File: src/rtl/byte_serializer_pkg.sv
// Shared types and constant helpers for the byte serializer.
package byte_serializer_pkg;

    typedef enum logic {
        ST_IDLE  = 1'b0,
        ST_SHIFT = 1'b1
    } state_e;

    function automatic int clog2(input int v);
        int r;
        int x;
        r = 0;
        x = v - 1;
        while (x > 0) begin
            r++;
            x = x >> 1;
        end
        return r;
    endfunction

    // Counter width that never collapses to zero bits.
    function automatic int cnt_w(input int v);
        return (clog2(v) < 1) ? 1 : clog2(v);
    endfunction

endpackage

File: src/rtl/byte_serializer_if.sv
// Load handshake plus serial output bundle of the byte serializer.
interface byte_serializer_if #(
    parameter int DATA_WIDTH = 8
);
    logic [DATA_WIDTH-1:0] data_in;
    logic                  load_valid;
    logic                  load_ready;
    logic                  ser_out;
    logic                  ser_valid;
    logic                  ser_last;
    logic                  busy;

    modport master (
        output data_in, load_valid,
        input  load_ready, ser_out, ser_valid, ser_last, busy
    );

    modport slave (
        input  data_in, load_valid,
        output load_ready, ser_out, ser_valid, ser_last, busy
    );
endinterface

File: src/rtl/byte_serializer_bit_tick_counter.sv
// Bit-period timer: tick_o marks the last clk cycle of each serial bit.
module bit_tick_counter
    import byte_serializer_pkg::*;
#(
    parameter int CLKS_PER_BIT = 1
) (
    input  logic clk,
    input  logic rst,
    input  logic run_i,
    output logic tick_o
);
    localparam int            CW   = cnt_w(CLKS_PER_BIT);
    localparam logic [CW-1:0] LAST = CW'(CLKS_PER_BIT - 1);

    logic [CW-1:0] cnt_q, cnt_d;

    always_comb begin
        cnt_d = cnt_q;
        if (!run_i)       cnt_d = '0;
        else if (tick_o)  cnt_d = '0;
        else              cnt_d = cnt_q + 1'b1;
    end

    always_ff @(posedge clk or posedge rst) begin
        if (rst) cnt_q <= '0;
        else     cnt_q <= cnt_d;
    end

    assign tick_o = (CLKS_PER_BIT == 1) ? 1'b1 : (cnt_q == LAST);
endmodule

File: src/rtl/byte_serializer.sv
// Parallel-in/serial-out transmitter: valid/ready word load, 1-bit stream with
// bit-valid strobe and last-bit flag; back-to-back words run with no gap.
module byte_serializer
    import byte_serializer_pkg::*;
#(
    parameter int DATA_WIDTH   = 8,
    parameter bit MSB_FIRST    = 1'b1,
    parameter int CLKS_PER_BIT = 1
) (
    input  logic              clk,
    input  logic              rst,
    byte_serializer_if.slave  bus
);
    localparam int            BW       = cnt_w(DATA_WIDTH);
    localparam logic [BW-1:0] LAST_BIT = BW'(DATA_WIDTH - 1);

    state_e                state_q, state_d;
    logic [DATA_WIDTH-1:0] shift_q, shift_d;
    logic [BW-1:0]         bit_cnt_q, bit_cnt_d;
    logic                  tick;
    logic                  last_bit;
    logic                  word_end;
    logic                  accept;

    bit_tick_counter #(.CLKS_PER_BIT(CLKS_PER_BIT)) u_tick (
        .clk    (clk),
        .rst    (rst),
        .run_i  (state_q == ST_SHIFT),
        .tick_o (tick)
    );

    assign last_bit = (bit_cnt_q == LAST_BIT);
    assign word_end = (state_q == ST_SHIFT) && last_bit && tick;
    // Ready depends on registered state only, so no path from load_valid.
    assign bus.load_ready = (state_q == ST_IDLE) || word_end;
    assign accept         = bus.load_valid && bus.load_ready;

    always_ff @(posedge clk or posedge rst) begin
        if (rst) begin
            state_q   <= ST_IDLE;
            shift_q   <= '0;
            bit_cnt_q <= '0;
        end else begin
            state_q   <= state_d;
            shift_q   <= shift_d;
            bit_cnt_q <= bit_cnt_d;
        end
    end

    always_comb begin
        state_d = state_q;
        case (state_q)
            ST_IDLE:  if (accept)   state_d = ST_SHIFT;
            ST_SHIFT: if (word_end) state_d = accept ? ST_SHIFT : ST_IDLE;
            default:                state_d = ST_IDLE;
        endcase
    end

    always_comb begin
        shift_d   = shift_q;
        bit_cnt_d = bit_cnt_q;
        if (accept) begin
            shift_d   = bus.data_in;
            bit_cnt_d = '0;
        end else if (word_end) begin
            bit_cnt_d = '0;
        end else if (state_q == ST_SHIFT && tick) begin
            shift_d   = MSB_FIRST ? {shift_q[DATA_WIDTH-2:0], 1'b0}
                                  : {1'b0, shift_q[DATA_WIDTH-1:1]};
            bit_cnt_d = bit_cnt_q + 1'b1;
        end
    end

    always_comb begin
        bus.ser_valid = (state_q == ST_SHIFT);
        bus.busy      = (state_q == ST_SHIFT);
        bus.ser_last  = (state_q == ST_SHIFT) && last_bit;
        bus.ser_out   = 1'b0;
        if (state_q == ST_SHIFT)
            bus.ser_out = MSB_FIRST ? shift_q[DATA_WIDTH-1] : shift_q[0];
    end
endmodule

File: src/flat_wrapper.sv
// flat-port wrapper written by rule: the top's interface ports become plain ports
module byte_serializer_flat import byte_serializer_pkg::*;
#(
    parameter int DATA_WIDTH   = 8,
    parameter bit MSB_FIRST    = 1'b1,
    parameter int CLKS_PER_BIT = 1
)
  (clk, rst, bus_data_in, bus_load_valid, bus_load_ready, bus_ser_out, bus_ser_valid, bus_ser_last, bus_busy);
  byte_serializer_if #(.DATA_WIDTH(DATA_WIDTH)) bus_i ();
  input  logic clk;
  input  logic rst;
  input wire logic [$bits(bus_i.data_in)-1:0] bus_data_in;
  input wire logic [$bits(bus_i.load_valid)-1:0] bus_load_valid;
  output wire logic [$bits(bus_i.load_ready)-1:0] bus_load_ready;
  output wire logic [$bits(bus_i.ser_out)-1:0] bus_ser_out;
  output wire logic [$bits(bus_i.ser_valid)-1:0] bus_ser_valid;
  output wire logic [$bits(bus_i.ser_last)-1:0] bus_ser_last;
  output wire logic [$bits(bus_i.busy)-1:0] bus_busy;
  assign bus_i.data_in = bus_data_in;
  assign bus_i.load_valid = bus_load_valid;
  assign bus_load_ready = bus_i.load_ready;
  assign bus_ser_out = bus_i.ser_out;
  assign bus_ser_valid = bus_i.ser_valid;
  assign bus_ser_last = bus_i.ser_last;
  assign bus_busy = bus_i.busy;
  byte_serializer #(.DATA_WIDTH(DATA_WIDTH), .MSB_FIRST(MSB_FIRST), .CLKS_PER_BIT(CLKS_PER_BIT)) u_core (.clk(clk), .rst(rst), .bus(bus_i));
endmodule
File: config.mk
export PLATFORM = sky130hd
export DESIGN_NAME = byte_serializer_flat
export DESIGN_NICKNAME = d
export VERILOG_FILES = /design/src/rtl/byte_serializer_pkg.sv /design/src/rtl/byte_serializer_if.sv /design/src/rtl/byte_serializer_bit_tick_counter.sv /design/src/rtl/byte_serializer.sv /design/src/flat_wrapper.sv
export SDC_FILE = /design/constraint.sdc
export NUM_CORES = 1
export LEC_CHECK = 0
export BUFFER_PORTS_ARGS = -buffer_cell sky130_fd_sc_hd__buf_2
export CAP_MARGIN = 30
export CORE_ASPECT_RATIO = 1.4
export CORE_UTILIZATION = 35
export CTS_CLUSTER_SIZE = 40
export DETAILED_ROUTE_END_ITERATION = 10
export PLACE_DENSITY = 0.68
export SYNTH_ARGS = -nofsm -noshare
export SYNTH_HDL_FRONTEND = slang
export SYNTH_SLANG_ARGS = --single-unit
File: constraint.sdc
create_clock -name clk -period 2 [get_ports clk]
set_clock_uncertainty 0.15 [all_clocks]
set_input_delay 0.2 -clock clk [delete_from_list [all_inputs] [get_ports clk]]
set_output_delay 0.2 -clock clk [all_outputs]
set_load 0.01 [all_outputs]
=== Yosys cells after proc, flatten, opt, wreduce, memory -nomap -nowiden ===
Index checks and enable logic that the tools add are counted.

* Register bits: 12
* Bits of input ports: 11
* Output and inout port bits: 5

* $add $sub $neg: 1
* Equality and inequality tests: 2
* Mux-type cells: 10
* Bitwise gates (word level): 1
* Reductions and logical operators: 6

{| class="wikitable"
|+ Operators by type and width
! operator !! number
|-
| $mux W8 || 3
|-
| $mux W3 || 3
|-
| $add A3 B1 Y3 const B || 1
|-
| $eq A3 B3 Y1 const B || 1
|-
| $mux W1 || 3
|-
| $reduce_bool A3 Y1 || 1
|-
| $logic_and A1 B1 Y1 || 2
|-
| $ne A2 B2 Y1 const B || 1
|-
| $pmux W1 S2 || 1
|-
| $reduce_and A2 Y1 || 1
|-
| $reduce_bool A2 Y1 || 1
|-
| $logic_or A1 B1 Y1 || 1
|-
| $not A1 Y1 || 1
|}

=== Depth between registers and ports, before layout ===
Gate-level depths: netlist (run 1).

* Depth in word-level cells: 7
* Depth in mapped cells: 5

=== By module ===
Synthesis (run 1) repeated with hierarchy kept, for this count alone.

* Cell total of the unflattened synthesis: 76
* Area total of the unflattened synthesis: 734.5 sq um

{| class="wikitable"
|+ Modules (own cells, without submodules)
! module !! times used !! cells an instance !! area each (sq um) !! seq. area each (sq um)
|-
| byte_serializer || 1 || 74 || 723.2 || 300.3
|-
| bit_tick_counter || 1 || 2 || 11.3 || 0.0
|}

=== Least setup slack after synthesis (run 1) ===
Ideal clock, no wire load.

* Path type: flip-flop to flip-flop
* From: register u_core.bit_cnt_q[0]
* To: register u_core.shift_q[1]
* Setup time: 0.125 ns
* Arrival: 1.438 ns
* Required time: 1.725 ns
* Setup slack: 0.287 ns
* Stages on the path, launching flop included: 6
* Path buffers: 1
* Clock period less this slack: 1.713 ns
* Path through: dfrtp_1 > ha_1 > ha_1 > nand2b_2 > buf_4 > mux2_4

* Cells in the longest elaborated chain, start to end: 6

{| class="wikitable"
|+ Ends and longest elaborated chain
! element !! line !! source
|-
| start: declaration || byte_serializer.sv:19 || <nowiki>logic [BW-1:0] bit_cnt_q, bit_cnt_d;</nowiki>
|-
| start signal: assignment || byte_serializer.sv:46 || <nowiki>bit_cnt_q <= bit_cnt_d;</nowiki>
|-
| $eq A3 B3 Y1 (*) || byte_serializer.sv:32 || <nowiki>assign last_bit = (bit_cnt_q == LAST_BIT);</nowiki>
|-
| $logic_and A1 B1 Y1 (*) || byte_serializer.sv:33 || <nowiki>assign word_end = (state_q == ST_SHIFT) && last_bit && tick;</nowiki>
|-
| $logic_or A1 B1 Y1 (*) || byte_serializer.sv:35 || <nowiki>assign bus.load_ready = (state_q == ST_IDLE) || word_end;</nowiki>
|-
| net bus_load_ready || flat_wrapper.sv:14 || <nowiki>output wire logic [$bits(bus_i.load_ready)-1:0] bus_load_ready;</nowiki>
|-
| $logic_and A1 B1 Y1 (*) || byte_serializer.sv:36 || <nowiki>assign accept = bus.load_valid && bus.load_ready;</nowiki>
|-
| $ne A2 B2 Y1 (no line) / $reduce_bool A2 Y1 (equally long branches) || - ||
|-
| $reduce_and A2 Y1 (no line) || - ||
|-
| end signal: assignment || byte_serializer.sv:45 || <nowiki>shift_q <= shift_d;</nowiki>
|-
| end: declaration || byte_serializer.sv:18 || <nowiki>logic [DATA_WIDTH-1:0] shift_q, shift_d;</nowiki>
|}

Mark *: on every way through the listed nets, which the timed path passes. The rest lies on a longest branch.
A chain may end at the register's enable or synchronous reset.

=== Worst setup path in the final report (run 1) ===
* From: register u_core.bit_cnt_q[0]
* To: output bus_load_ready

* Cells in the longest elaborated chain, start to end: 3

{| class="wikitable"
|+ Ends and longest elaborated chain
! element !! line
|-
| $eq A3 B3 Y1 || byte_serializer.sv:32
|-
| $logic_and A1 B1 Y1 || byte_serializer.sv:33
|-
| $logic_or A1 B1 Y1 || byte_serializer.sv:35
|-
| end: declaration || flat_wrapper.sv:14
|}

Every way passes these cells.

==> out/summary.md, run 1 <==
In the final layout, flip-flops and latches occupy 300.3 um^2. The maximum number of buffers from clock root to sink came out at 2. The worst stage delay on the critical path is 0.41 ns. Number of antenna violations at the first check in global routing: 0. H-tree depth: 1. After global routing the overflow that remains totals 0.

The worst hold path passes through 3 cells. In the final routed layout, each cell accounts on average for 12.06 um. TritonCTS built the clock tree. The run gives 0.4008 nW as the cell leakage power.

The run finished with clean final reports. The post-layout utilization of the core was 43.87%; the slew at the pin with the worst max-slew slack was 0.4391 ns. The height of the die was 52.82 um; the detailed-route via count was 400. The synthesized design contains 12 register bits. Summing the sequential cell areas from Yosys gives 46.51% of the chip area. In this run the core area contains 18 standard-cell rows. Summing the areas of all xor and xnor instances in the mapped netlist gives 0% of the synthesized area. Setup repair after global routing left no endpoint under its margin. The Yosys step of the flow raised 0 warnings. The pin count of the biggest net entering global routing is 14, and the maximum vdd ir drop is 549.4 uV. The worst reg-to-reg path cell count came out at 4.

After synthesis the cells add up to 645.6 um^2. The required time reported for the critical path endpoint is 1.65 ns. The filler cells instantiated in the layout total 171.

After clock tree synthesis, the clock-pin slew on the worst setup and hold paths is 0.07 ns. The worst register-to-register path ends at u_core.shift_q[1]. Max-cap violations in this run came to 0. For the count of antenna-violating nets left after detailed routing, the log shows 0. For the worst-skew pair, the clock arrives at the later sink with an insertion delay of 0.27 ns.

The final layout net count is 77, and the overall global routing resource usage is 12.84%. The count of final hold-check violations is 0, and the layout cell share with drive strength beyond 1 is 58.73%. The gate count after technology mapping was 46; the register-to-register setup slack was 0.37 ns. The critical path goes through ha_1, ha_1, nand2b_4, buf_2.

During placement, the flow inserted port buffers numbering 15. The peak fanout along the critical path came out at 13. Detailed placement ended at an HPWL of 697 um.

The count of buffering cells on the critical path with inverters included is 1, and the share of synthesized cell area in full adder, half adder and majority cells is 3.876%. For the data arrival time of the critical path, the log shows 1.49 ns. For the final number of max-transition violations, the log shows 0.

Cell family contributing the most delay on the critical path: flip-flops. A synthesized cell averages 14.04 um^2. The tools report the maximum clock frequency as 544.4 MHz. The multiplexer share of the synthesized area is 31.98%. The cell occurring most often along the worst timing path is sky130_fd_sc_hd__ha_1. After Yosys synthesis, and, or, nand and nor cells account for 6.977% of the synthesized area. For this design the top-level I/O count stands at 16. The smallest clock period supported by the final layout is computed as 1.837 ns. At the end of routability-driven placement, the weighted congestion stood at 0.6523. The startpoint identified for the worst register-to-register timing path is u_core.bit_cnt_q[0]. Overall die area: 0.002023 mm^2. Compared with the post-synthesis result, the final layout area differs by 19.38%. For this configuration, the core starts out at a cell density of 36.75%.

By area, the combinational part of the netlist is dominated by multiplexers. Adding up every negative setup slack in the final design gives 0 ns. The routed design has 1001 um of wire.

For hold timing, the worst endpoint is u_core.shift_q[5]. In the post-route analysis, the smallest setup slack over all paths is 0.1631 ns. The tree built by TritonCTS fans out to 12 sinks. The number of global-route vias before repair came out at 381.

The DRC marker count from the first detailed-route iteration is 2, and the share of the clock period used by the worst path is 91.85%. The slowest stage of the critical path is the sky130_fd_sc_hd__dfrtp_1 cell. The repair_antennas step left the layout with diodes totalling 0. The tools report the source of the worst hold timing path as bus_data_in[5]. The first detailed-routing pass took 2 iterations. The run gives 0 as the detailed-route DRC error count.

The kind of launch point of the worst setup path is a register. Dividing the detail-routed via count by the number of cells gives 4.819. The logs give 0.2342 ns for the worst-case setup slack after placement and 59 for the number of nets in the synthesized netlist.

In this run the tightest slew margin relative to its limit is 70.70%. The multi-input logic area was 305.3 um^2; the synthesized-area fraction occupied by ao, oa, aoi and oai cells was 3.682%. On the final layout, the worst hold slack is 0.1373 ns.

The core region is 0.001757 mm^2. The tools report the buffer cell driving the clock tree root as sky130_fd_sc_hd__clkbuf_4. The critical path in this run is classified as reg -> out.

The die is 38.30 um wide. The first global-routing pass estimated 1683 um of wire. The distinct cell type count after synthesis is 11, and the power density relative to cell area is 1290 mW/mm^2. Capturing element type of the critical path: a primary output. For the number of buffers added by the clock tree synthesis step, the log shows 3. The min-delay analysis places its worst path in the category in -> reg. Number of endpoints failing setup at the final stage: 0.
kinds of logic (layout without fill, tap and decap cells):
family | count (synthesis) | after routing
multiplexers | 15 | 15
flip-flops | 12 | 12
buffers and inverters | 8 | 25
AND/OR/NAND/NOR | 6 | 6
AO/OA/AOI/OAI | 3 | 3
adder cells (fa/ha/maj) | 2 | 2
area by class of cell:
cell class	count	share of cell area (%)
well taps	20	3.247
clock buffers	4	4.708
repair buffers	16	11.04
flip-flops and latches	12	38.96
multi-input cells	26	39.61
inverters	5	2.435
sequential cells by signal, indices dropped and copies added (netlist names):
| name | cells |
|---|---|
| u_core.shift_q | 8 |
| u_core.bit_cnt_q | 3 |
| u_core.bus.busy | 1 |
worst max-delay path by stage:
stage	startpoint	to	slack, ns	cells after the start
4_1_cts	u_core.bit_cnt_q[0]	bus_load_ready	0.14	4
3_5_place_dp	u_core.bit_cnt_q[0]	u_core.shift_q[2]	0.23	4
2_1_floorplan	u_core.bit_cnt_q[0]	u_core.shift_q[1]	0.29	5
6_report	u_core.bit_cnt_q[0]	bus_load_ready	0.16	4
5_1_grt	u_core.bit_cnt_q[0]	bus_load_ready	0.08	4
3_3_place_gp	u_core.bit_cnt_q[0]	u_core.shift_q[2]	0.28	4
cell usage after synthesis:
master                     number  area share, %
sky130_fd_sc_hd__ha_1           2            3.9
sky130_fd_sc_hd__o32ai_1        2            2.7
sky130_fd_sc_hd__o22ai_1        1           0.97
sky130_fd_sc_hd__mux2_4        10             23
sky130_fd_sc_hd__dfrtp_1       12             47
sky130_fd_sc_hd__buf_4          2            2.3
sky130_fd_sc_hd__and2_1         3            2.9
sky130_fd_sc_hd__mux2_2         5            8.7
sky130_fd_sc_hd__nand2b_2       3            4.1
sky130_fd_sc_hd__inv_1          5            2.9
sky130_fd_sc_hd__buf_6          1            1.7
where the power goes:
part | switching [W] | internal (W) | leakage (nW)
Sequential | 0.0000624 | 0.000338 | 0.152
Clock | 0.0000758 | 0.000111 | 0.0210
Combinational | 0.000162 | 0.000246 | 0.228
Total | 0.000300 | 0.000694 | 0.401
placed cells by master (no fill, tap or decap), drive strengths merged:
cell / count
clkbuf: 4
and2: 3
dfrtp: 12
mux2: 15
dlygate4sd3: 1
buf: 15
inv: 5
o22ai: 1
nand2b: 3
o32ai: 2
ha: 2
what timing repair did:
action                                 CTS  global route
resized for setup                        1             0
setup endpoints to repair                1             0
buffers inserted                         0             0
endpoints found under the hold margin   12             0
hold buffers                             1             0
per-stage QoR:
stage	cells	total power (W)	area, um^2
final	83	0.0009945	770.7
after global routing	83	0.001072	770.7
after CTS	83	0.001016	770.7
after detailed placement	78	0.0008138	719.4
after global placement	78	0.0007919	719.4
after floorplan	46	0.0007318	645.6
layer usage:
layer | up-vias | track usage [%] | wire length, um
met3 | 2 | 3.830 | 40
met4 | 0 | 12.50 | 19
met2 | 12 | 17.80 | 511
met5 | - | 0 | 0
met1 | 195 | 14.95 | 429
li1 | 191 | - | -
worst reg2reg max path, cell delays in order (launching register included):
cell and delay [ns]:
sky130_fd_sc_hd__dfrtp_1 0.41, sky130_fd_sc_hd__ha_1 0.21, sky130_fd_sc_hd__ha_1 0.19, sky130_fd_sc_hd__nand2b_4 0.23
sky130_fd_sc_hd__mux2_4 0.33
Note: power is estimated with default switching activity, not from simulation.
==> run 2, diff against run 1 <==
--- a/config.mk
+++ b/config.mk
@@ -5,6 +5,7 @@
 export SDC_FILE = /design/constraint.sdc
 export NUM_CORES = 1
 export LEC_CHECK = 0
+export ABC_AREA = 1
 export BUFFER_PORTS_ARGS = -buffer_cell sky130_fd_sc_hd__buf_2
 export CAP_MARGIN = 30
 export CORE_ASPECT_RATIO = 1.4
==> out/summary.md, run 2 <==
The tools report the routability-driven placement congestion ratio as 0.7058 (was 0.6523). The starting utilization of the core area was 37.34% (was 36.75%). The share of flip-flops with an asynchronous set or reset was 100.0% (unchanged); the cell area after synthesis was 664.4 um^2 (was 645.6 um^2). The run gives 0 (unchanged) as the count of antenna-violating nets left after detailed routing. Worst hold path class: in -> reg (unchanged).

The maximum vdd ir drop was 497.0 uV (was 549.4 uV). The path type of the worst setup path is reg -> out (unchanged). The logs give 0 (unchanged) for the final number of max-transition violations and 0.26 ns (was 0.27 ns) for the worst-skew pair later-pin latency. The most area-hungry cell type in the Yosys netlist was sky130_fd_sc_hd__dfrtp_1 (unchanged). For the CTS sink count, the log shows 12 (unchanged). Number of antenna violations at the first check in global routing: 0 (unchanged). For the H-tree depth, the log shows 1 (unchanged). The number of endpoints failing setup at the final stage is 0 (unchanged), and the hold-fix buffer count after cts is 1 (unchanged). The mean instance size in the synthesized netlist was 9.770 um^2 (was 14.04 um^2). The run gives 16 (unchanged) as the count of pins on the block boundary. The tools report the detailed-router iteration count before antenna repair as 4 (was 2). The buffer cell driving the clock tree root was sky130_fd_sc_hd__clkbuf_4 (unchanged).

The run gives 2 (unchanged) as the maximum number of buffers from clock root to sink. The number of enable flip-flop cells after synthesis is 0 (unchanged). The worst reg2reg path startpoint was u_core.bit_cnt_q[0] (unchanged). The wire length of the first global-routing pass came out at 1876 um (was 1683 um). Number of flip-flops in the largest register: 8 (unchanged). The area share of the leading cell type in the synthesized netlist came out at 45.20% (was 46.51%). Number of global-route vias before repair: 458 (was 381). The prevailing post-synth register cell was sky130_fd_sc_hd__dfrtp_1 (unchanged). The tools report the kind of launch point of the worst setup path as a register (unchanged).

The detailed-route wire length per cell is 10.99 um (was 12.06 um), and the pin count of the biggest net entering global routing is 20 (was 14). The number of buffers added by the clock tree synthesis step came out at 3 (unchanged). List of most frequent post-synthesis cells: sky130_fd_sc_hd__nand2_1, sky130_fd_sc_hd__dfrtp_1, sky130_fd_sc_hd__nand3_2, sky130_fd_sc_hd__nand3_1 (was sky130_fd_sc_hd__dfrtp_1, sky130_fd_sc_hd__mux2_4, sky130_fd_sc_hd__inv_1, sky130_fd_sc_hd__mux2_2). The launching instance or port of the critical path is u_core.bit_cnt_q[0] (unchanged).

The post-detailed-placement half-perimeter wirelength was 868.1 um (was 697 um); the final layout net count was 99 (was 77). The DRC marker count from the first detailed-route iteration came out at 4 (was 2). The logs give 1.54 ns (was 1.49 ns) for the data arrival time of the critical path and 0.0003681 W (was 0.0003003 W) for the switching power. The tools report the total detailed-routing wirelength as 1143 um (was 1001 um). For the sequential cell fraction of total power, the log shows 43.4% (was 40.2%). The headroom to the max-slew limit came out at 69.35% (was 70.70%). Gate count after technology mapping: 68 (was 46). Source of the worst hold timing path: bus_data_in[0] (was bus_data_in[5]). The total number of placement rows is 18 (unchanged), and the portion of total power attributed to combinational logic is 41.4% (was 41.0%). The count of placed standard cells in the final layout, fillers left out is 104 (was 83).

The run gives 0 (was 1) as the number of instances resized during post-cts repair. Most area-consuming cells after synthesis: sky130_fd_sc_hd__dfrtp_1, sky130_fd_sc_hd__nand3_2, sky130_fd_sc_hd__nand2_1, sky130_fd_sc_hd__nand3_1, sky130_fd_sc_hd__ha_1 (was sky130_fd_sc_hd__dfrtp_1, sky130_fd_sc_hd__mux2_4, sky130_fd_sc_hd__mux2_2, sky130_fd_sc_hd__nand2b_2, sky130_fd_sc_hd__ha_1). The layout cell share with drive strength beyond 1 was 42.86% (was 58.73%); the distinct cell type count after synthesis was 14 (was 11). The ratio of routed vias to standard cells works out to 4.846 (was 4.819). Placeable core region: 0.001779 mm^2 (was 0.001757 mm^2).

The count of final hold-check violations came out at 0 (unchanged). The run finished with clean final reports. Buffers inserted during post-CTS setup optimization: 0 (unchanged).

The most frequent standard cell in the layout excluding fill and tap cells is sky130_fd_sc_hd__nand2_1 (was sky130_fd_sc_hd__buf_2). The most frequent cell after synthesis was sky130_fd_sc_hd__nand2_1 (was sky130_fd_sc_hd__dfrtp_1). The number of storage elements in the synthesis netlist was 12 (unchanged); the switching share of total power was 39.75% (was 30.19%). The yosys synthesis warning count was 0 (unchanged); the width of the die was 38.82 um (was 38.30 um). Cell leakage power: 0.4148 nW (was 0.4008 nW). The height of the die is 53.55 um (was 52.82 um), and the slew at the pin with the worst max-slew slack is 0.4593 ns (was 0.4391 ns).

Layout overhead on the synthesized area: 14.12% (was 19.38%). The detailed-route via count is 504 (was 400), and the final antenna diode count is 0 (unchanged). Most used cells in the layout excluding fill and tap cells: sky130_fd_sc_hd__nand2_1, sky130_fd_sc_hd__buf_2, sky130_fd_sc_hd__nand3_2, sky130_fd_sc_hd__dfrtp_1, sky130_fd_sc_hd__nand3_1 (was sky130_fd_sc_hd__buf_2, sky130_fd_sc_hd__dfrtp_1, sky130_fd_sc_hd__mux2_4, sky130_fd_sc_hd__inv_1, sky130_fd_sc_hd__mux2_2).

The final period demand of the worst path was 1.891 ns (was 1.837 ns). The port buffer count was 15 (unchanged). The capturing element type of the critical path was a primary output (unchanged). The power density relative to cell area was 1221 mW/mm^2 (was 1290 mW/mm^2). Setup repair after global routing left no endpoint under its margin.

The number of nets in the synthesized netlist was 81 (was 59). The tools report the internal power summed over all cells as 0.0005580 W (was 0.0006943 W). The setup TNS after final layout was 0 ns (unchanged). TritonCTS built the clock tree. The register with the most flip-flops was u_core.shift_q (unchanged).

The required time reported for the critical path endpoint came out at 1.65 ns (about the same). The run gives 100 (was 78) as the placed instance count. The run gives 45.20% (was 46.51%) as the fraction of the yosys area taken by sequential cells.

The global route total overflow was 0 (unchanged). For the detailed-route DRC error count, the log shows 0 (unchanged). The overall global routing resource usage was 13.38% (was 12.84%); the CTS clock-pin slew for the worst setup and hold paths was 0.07 ns (about the same). Overall die area: 0.002079 mm^2 (was 0.002023 mm^2). The logs give 528.8 MHz (was 544.4 MHz) for the maximum clock frequency and 15.2% (was 18.7%) for the clock network power share. Peak fanout along the critical path: 19 (was 13).

The share of the clock period used by the worst path is 94.56% (was 91.85%), and the number of max-cap violations is 0 (unchanged).
## run 2: cell count changes in the layout (fill, tap and decap cells not counted), moves of 5 or more
cell	before	now
sky130_fd_sc_hd__mux2_2	5	0
sky130_fd_sc_hd__mux2_4	10	0
sky130_fd_sc_hd__nand2_1	0	18
sky130_fd_sc_hd__nand3_1	0	11
sky130_fd_sc_hd__nand3_2	0	12
## run 2: per-layer routing
layer / wire, um / vias up / GRT usage [%]
met5: 0 / - / 0
met4: 23 / 0 / 6.897
met3: 35 / 3 / 3.719
met2: 577 / 13 / 20.56
met1: 506 / 231 / 16.84
li1: - / 257 / -
## run 2: final timing paths
check,endpoint,slack (ns),depth (start not counted)
worst min register to register,u_core.bit_cnt_q[1],0.34,2
worst max register to register,u_core.shift_q[2],0.44,6
worst min-delay path,u_core.shift_q[0],0.02,3
min in group asynchronous,u_core.shift_q[7],0.33,3
max in group asynchronous,u_core.shift_q[4],1.05,3
worst max-delay path,bus_load_ready,0.11,5
## run 2: final cells by class
cell class	count	area [um^2]
tap	20	25.02
timing repair buffer	16	85.08
multi-input combinational	47	302.8
fill	196	1021
clock buffer	3	22.52
inverter	6	22.52
sequential	12	300.3
## run 2: power groups by stage
| stage | clock network, W | registers, W | logic [W] |
|---|---|---|---|
| floorplan | 0 | 0.000396 | 0.000344 |
| global placement | 0 | 0.000403 | 0.000378 |
| detailed placement | 0 | 0.000409 | 0.000393 |
| CTS | 0.000146 | 0.000405 | 0.000395 |
| global route | 0.000163 | 0.000413 | 0.000439 |
| finish | 0.000141 | 0.000402 | 0.000383 |
## run 2: cells by family after synthesis
family | after synthesis | share of synthesized area (%)
compound gates | 1 | 1.319
simple gates | 44 | 40.49
flops | 12 | 45.20
fa+ha+maj | 2 | 3.766
buf+inv | 9 | 9.228
## run 2: through the flow
step	setup WS [ns]	instance area [um^2]	util, %	total power [W]	hold WS [ns]
2_1_floorplan	0.4985	664.4	-	0.0007396	-0.08530
4_1_cts	0.08548	758.2	42.62	0.0009456	0.02184
3_3_place_gp	0.4179	725.7	40.79	0.0007805	0.08074
5_1_grt	0.005215	758.2	42.62	0.001015	0.02226
6_report	0.1089	758.2	42.62	0.0009261	0.02175
3_5_place_dp	0.3786	725.7	40.79	0.0008024	0.08042
## run 2: critical path: stages (launching register included)
cell	delay, ns
sky130_fd_sc_hd__dfrtp_1	0.41
sky130_fd_sc_hd__ha_1	0.21
sky130_fd_sc_hd__ha_1	0.24
sky130_fd_sc_hd__inv_2	0.09
sky130_fd_sc_hd__nand2_4	0.14
sky130_fd_sc_hd__buf_2	0.19
==> run 3, diff against run 2 <==
--- a/config.mk
+++ b/config.mk
@@ -6,13 +6,13 @@
 export NUM_CORES = 1
 export LEC_CHECK = 0
 export ABC_AREA = 1
-export BUFFER_PORTS_ARGS = -buffer_cell sky130_fd_sc_hd__buf_2
 export CAP_MARGIN = 30
-export CORE_ASPECT_RATIO = 1.4
-export CORE_UTILIZATION = 35
+export CORE_UTILIZATION = 45
 export CTS_CLUSTER_SIZE = 40
 export DETAILED_ROUTE_END_ITERATION = 10
-export PLACE_DENSITY = 0.68
+export DONT_BUFFER_PORTS = 1
+export PLACE_DENSITY = 0.72
+export SKIP_LAST_GASP = 1
 export SYNTH_ARGS = -nofsm -noshare
 export SYNTH_HDL_FRONTEND = slang
 export SYNTH_SLANG_ARGS = --single-unit
==> out/summary.md, run 3 (synthesis gave the netlist of run 2 again) <==
The flow ran to the end, and the final reports show no timing, DRC or antenna violations. Setup repair after global routing left no endpoint under its margin. Path type of the worst setup path: reg -> out (unchanged). The required time reported for the critical path endpoint is 1.65 ns (about the same). Number of endpoints failing setup at the final stage: 0 (unchanged). Kind of launch point of the worst setup path: a register (unchanged).

The share of the clock period used by the worst path is 86.34% (was 94.56%), and the count of final hold-check violations is 0 (unchanged). The maximum clock frequency is 579.1 MHz (was 528.8 MHz). The tools report the register-to-register setup slack as 0.41 ns (was 0.44 ns). The port buffer count was 0 (was 15); the final layout net count was 93 (was 99). The run gives 0 (unchanged) as the count of antenna-violating nets left after detailed routing. The final period demand of the worst path was 1.727 ns (was 1.891 ns). The wire length of the first global-routing pass came out at 1842 um (was 1876 um). Maximum number of buffers from clock root to sink: 2 (unchanged). The tools report the overall global routing resource usage as 18.87% (was 13.38%). The hold-fix buffer count after cts was 10 (was 1); the detailed-router iteration count before antenna repair was 4 (unchanged). The width of the die works out to 40.43 um (was 38.82 um). The logs give 0 (unchanged) for the buffers inserted during post-CTS setup optimization and 549 um (was 506 um) for the total routed wire length on the met1 layer. The CTS clock-pin slew for the worst setup and hold paths was 0.08 ns (was 0.07 ns); the height of the die was 40.43 um (was 53.55 um).

The tools report the DRC marker count from the first detailed-route iteration as 6 (was 4). The tools report the number of max-cap violations as 0 (unchanged). Most used cells in the layout excluding fill and tap cells: sky130_fd_sc_hd__nand2_1, sky130_fd_sc_hd__nand3_2, sky130_fd_sc_hd__dfrtp_1, sky130_fd_sc_hd__nand3_1, sky130_fd_sc_hd__dlygate4sd3_1 (was sky130_fd_sc_hd__nand2_1, sky130_fd_sc_hd__buf_2, sky130_fd_sc_hd__nand3_2, sky130_fd_sc_hd__dfrtp_1, sky130_fd_sc_hd__nand3_1). The CTS sink count is 12 (unchanged), and the post-detailed-placement half-perimeter wirelength is 760.4 um (was 868.1 um).

The overall die area came out at 0.001634 mm^2 (was 0.002079 mm^2). Detailed-route wire length per cell: 13.00 um (was 10.99 um). The register with the most flip-flops was u_core.shift_q (unchanged).

The most frequent standard cell in the layout excluding fill and tap cells was sky130_fd_sc_hd__nand2_1 (unchanged). The logs give 0 (unchanged) for the detailed-route DRC error count and 505 (was 504) for the detailed-route via count. The layout overhead on the synthesized area works out to 17.51% (was 14.12%). The headroom to the max-slew limit is 70.12% (was 69.35%), and the routed wire length on met2 is 592 um (was 577 um). The final number of max-transition violations was 0 (unchanged). For the placeable core region, the log shows 0.001334 mm^2 (was 0.001779 mm^2). The capturing element type of the critical path was a primary output (unchanged).

The maximum vdd ir drop came out at 664.7 uV (was 497.0 uV). The final antenna diode count was 0 (unchanged); the number of flip-flops in the largest register was 8 (unchanged). The total detailed-routing wirelength is 1222 um (was 1143 um). For the amount of wire on met3 after detailed routing, the log shows 59 um (was 35 um). The ratio of routed vias to standard cells was 5.372 (was 4.846).

The power density relative to cell area works out to 1228 mW/mm^2 (was 1221 mW/mm^2). Worst hold path class: in -> async (was in -> reg). The number of antenna violations at the first check in global routing was 0 (unchanged); the routability-driven placement congestion ratio was 0.6809 (was 0.7058). The layout cell share with drive strength beyond 1 was 27.85% (was 42.86%); the count of pins on the block boundary was 16 (unchanged). The logs give 0.28 ns (was 0.26 ns) for the worst-skew pair later-pin latency and 1 (unchanged) for the H-tree depth. The worst hold-check slack is 0.2128 ns (was 0.02175 ns), and the global route total overflow is 0 (unchanged). The number of instances resized during post-cts repair was 0 (unchanged). The slew at the pin with the worst max-slew slack is 0.4467 ns (was 0.4593 ns). TritonCTS built the clock tree.

The highest metal layer with signal wires is met4 (unchanged). Worst reg2reg path startpoint: u_core.bit_cnt_q[0] (unchanged). End of the worst register-to-register path: u_core.shift_q[1] (was u_core.shift_q[2]). Buffer cell driving the clock tree root: sky130_fd_sc_hd__clkbuf_4 (unchanged). The data arrival time of the critical path was 1.38 ns (was 1.54 ns); the peak fanout along the critical path was 19 (unchanged).

The cell leakage power came out at 0.3998 nW (was 0.4148 nW). The total number of placement rows was 13 (was 18). Worst reg-to-reg path cell count: 6 (unchanged).

The number of buffers added by the clock tree synthesis step came out at 3 (unchanged). The starting utilization of the core area came out at 49.81% (was 37.34%). The run gives 430 (was 458) as the number of global-route vias before repair. The run gives 20 (unchanged) as the pin count of the biggest net entering global routing.

The run gives 0 ns (unchanged) as the setup TNS after final layout.
## run 3: changes by cell type in the layout (fill, tap and decap cells not counted), sizes merged
cell / delta
dlygate4sd3: +9
clkbuf: +1
buf: -15
## run 3: layer usage
layer	global-route usage (%)	vias up
met5	0	-
met4	12.50	0
met3	8.889	4
met2	27.38	16
met1	21.84	240
li1	-	245
## run 3: worst max path at each step
stage | depth (start not counted) | slack, ns | to | start
2_1_floorplan | 7 | 0.50 | u_core.shift_q[5] | u_core.bit_cnt_q[0]
3_3_place_gp | 6 | 0.46 | u_core.shift_q[1] | u_core.bit_cnt_q[0]
3_5_place_dp | 6 | 0.41 | u_core.shift_q[1] | u_core.bit_cnt_q[0]
4_1_cts | 4 | 0.26 | bus_load_ready | u_core.bit_cnt_q[0]
5_1_grt | 4 | 0.20 | bus_load_ready | u_core.bit_cnt_q[0]
6_report | 4 | 0.27 | bus_load_ready | u_core.bit_cnt_q[0]
## run 3: worst max-delay path, cell delays in order, from the launching register on
cell	delay, ns
sky130_fd_sc_hd__dfrtp_1	0.41
sky130_fd_sc_hd__ha_1	0.21
sky130_fd_sc_hd__ha_1	0.24
sky130_fd_sc_hd__inv_2	0.09
sky130_fd_sc_hd__nand2_4	0.16
## run 3: metrics by stage
step                power (W)  instance area, um^2  worst slack [ns]  utilization (%)  instances
CTS                 0.0009646                780.7            0.2625            58.54         94
global route         0.001045                780.7            0.2050            58.54         94
detailed placement  0.0007524                644.4            0.4150            48.31         80
global placement    0.0007401                644.4            0.4590            48.31         80
finish              0.0009586                780.7            0.2732            58.54         94
floorplan           0.0007396                664.4            0.4985                -         68
## run 3: area by class of cell
type	count	area (um^2)
clock buffers	4	36.28
inverters	6	22.52
multi-input cells	47	302.8
repair buffers	10	100.1
fillers	127	553.0
well taps	15	18.77
flip-flops and latches	12	300.3
## run 3: where the power goes
group	internal [W]	switching (W)	total [W]
logic	0.000135	0.000219	0.000354
clock network	0.000111	0.0000861	0.000197
registers	0.000335	0.0000720	0.000407
total	0.000581	0.000377	0.000959
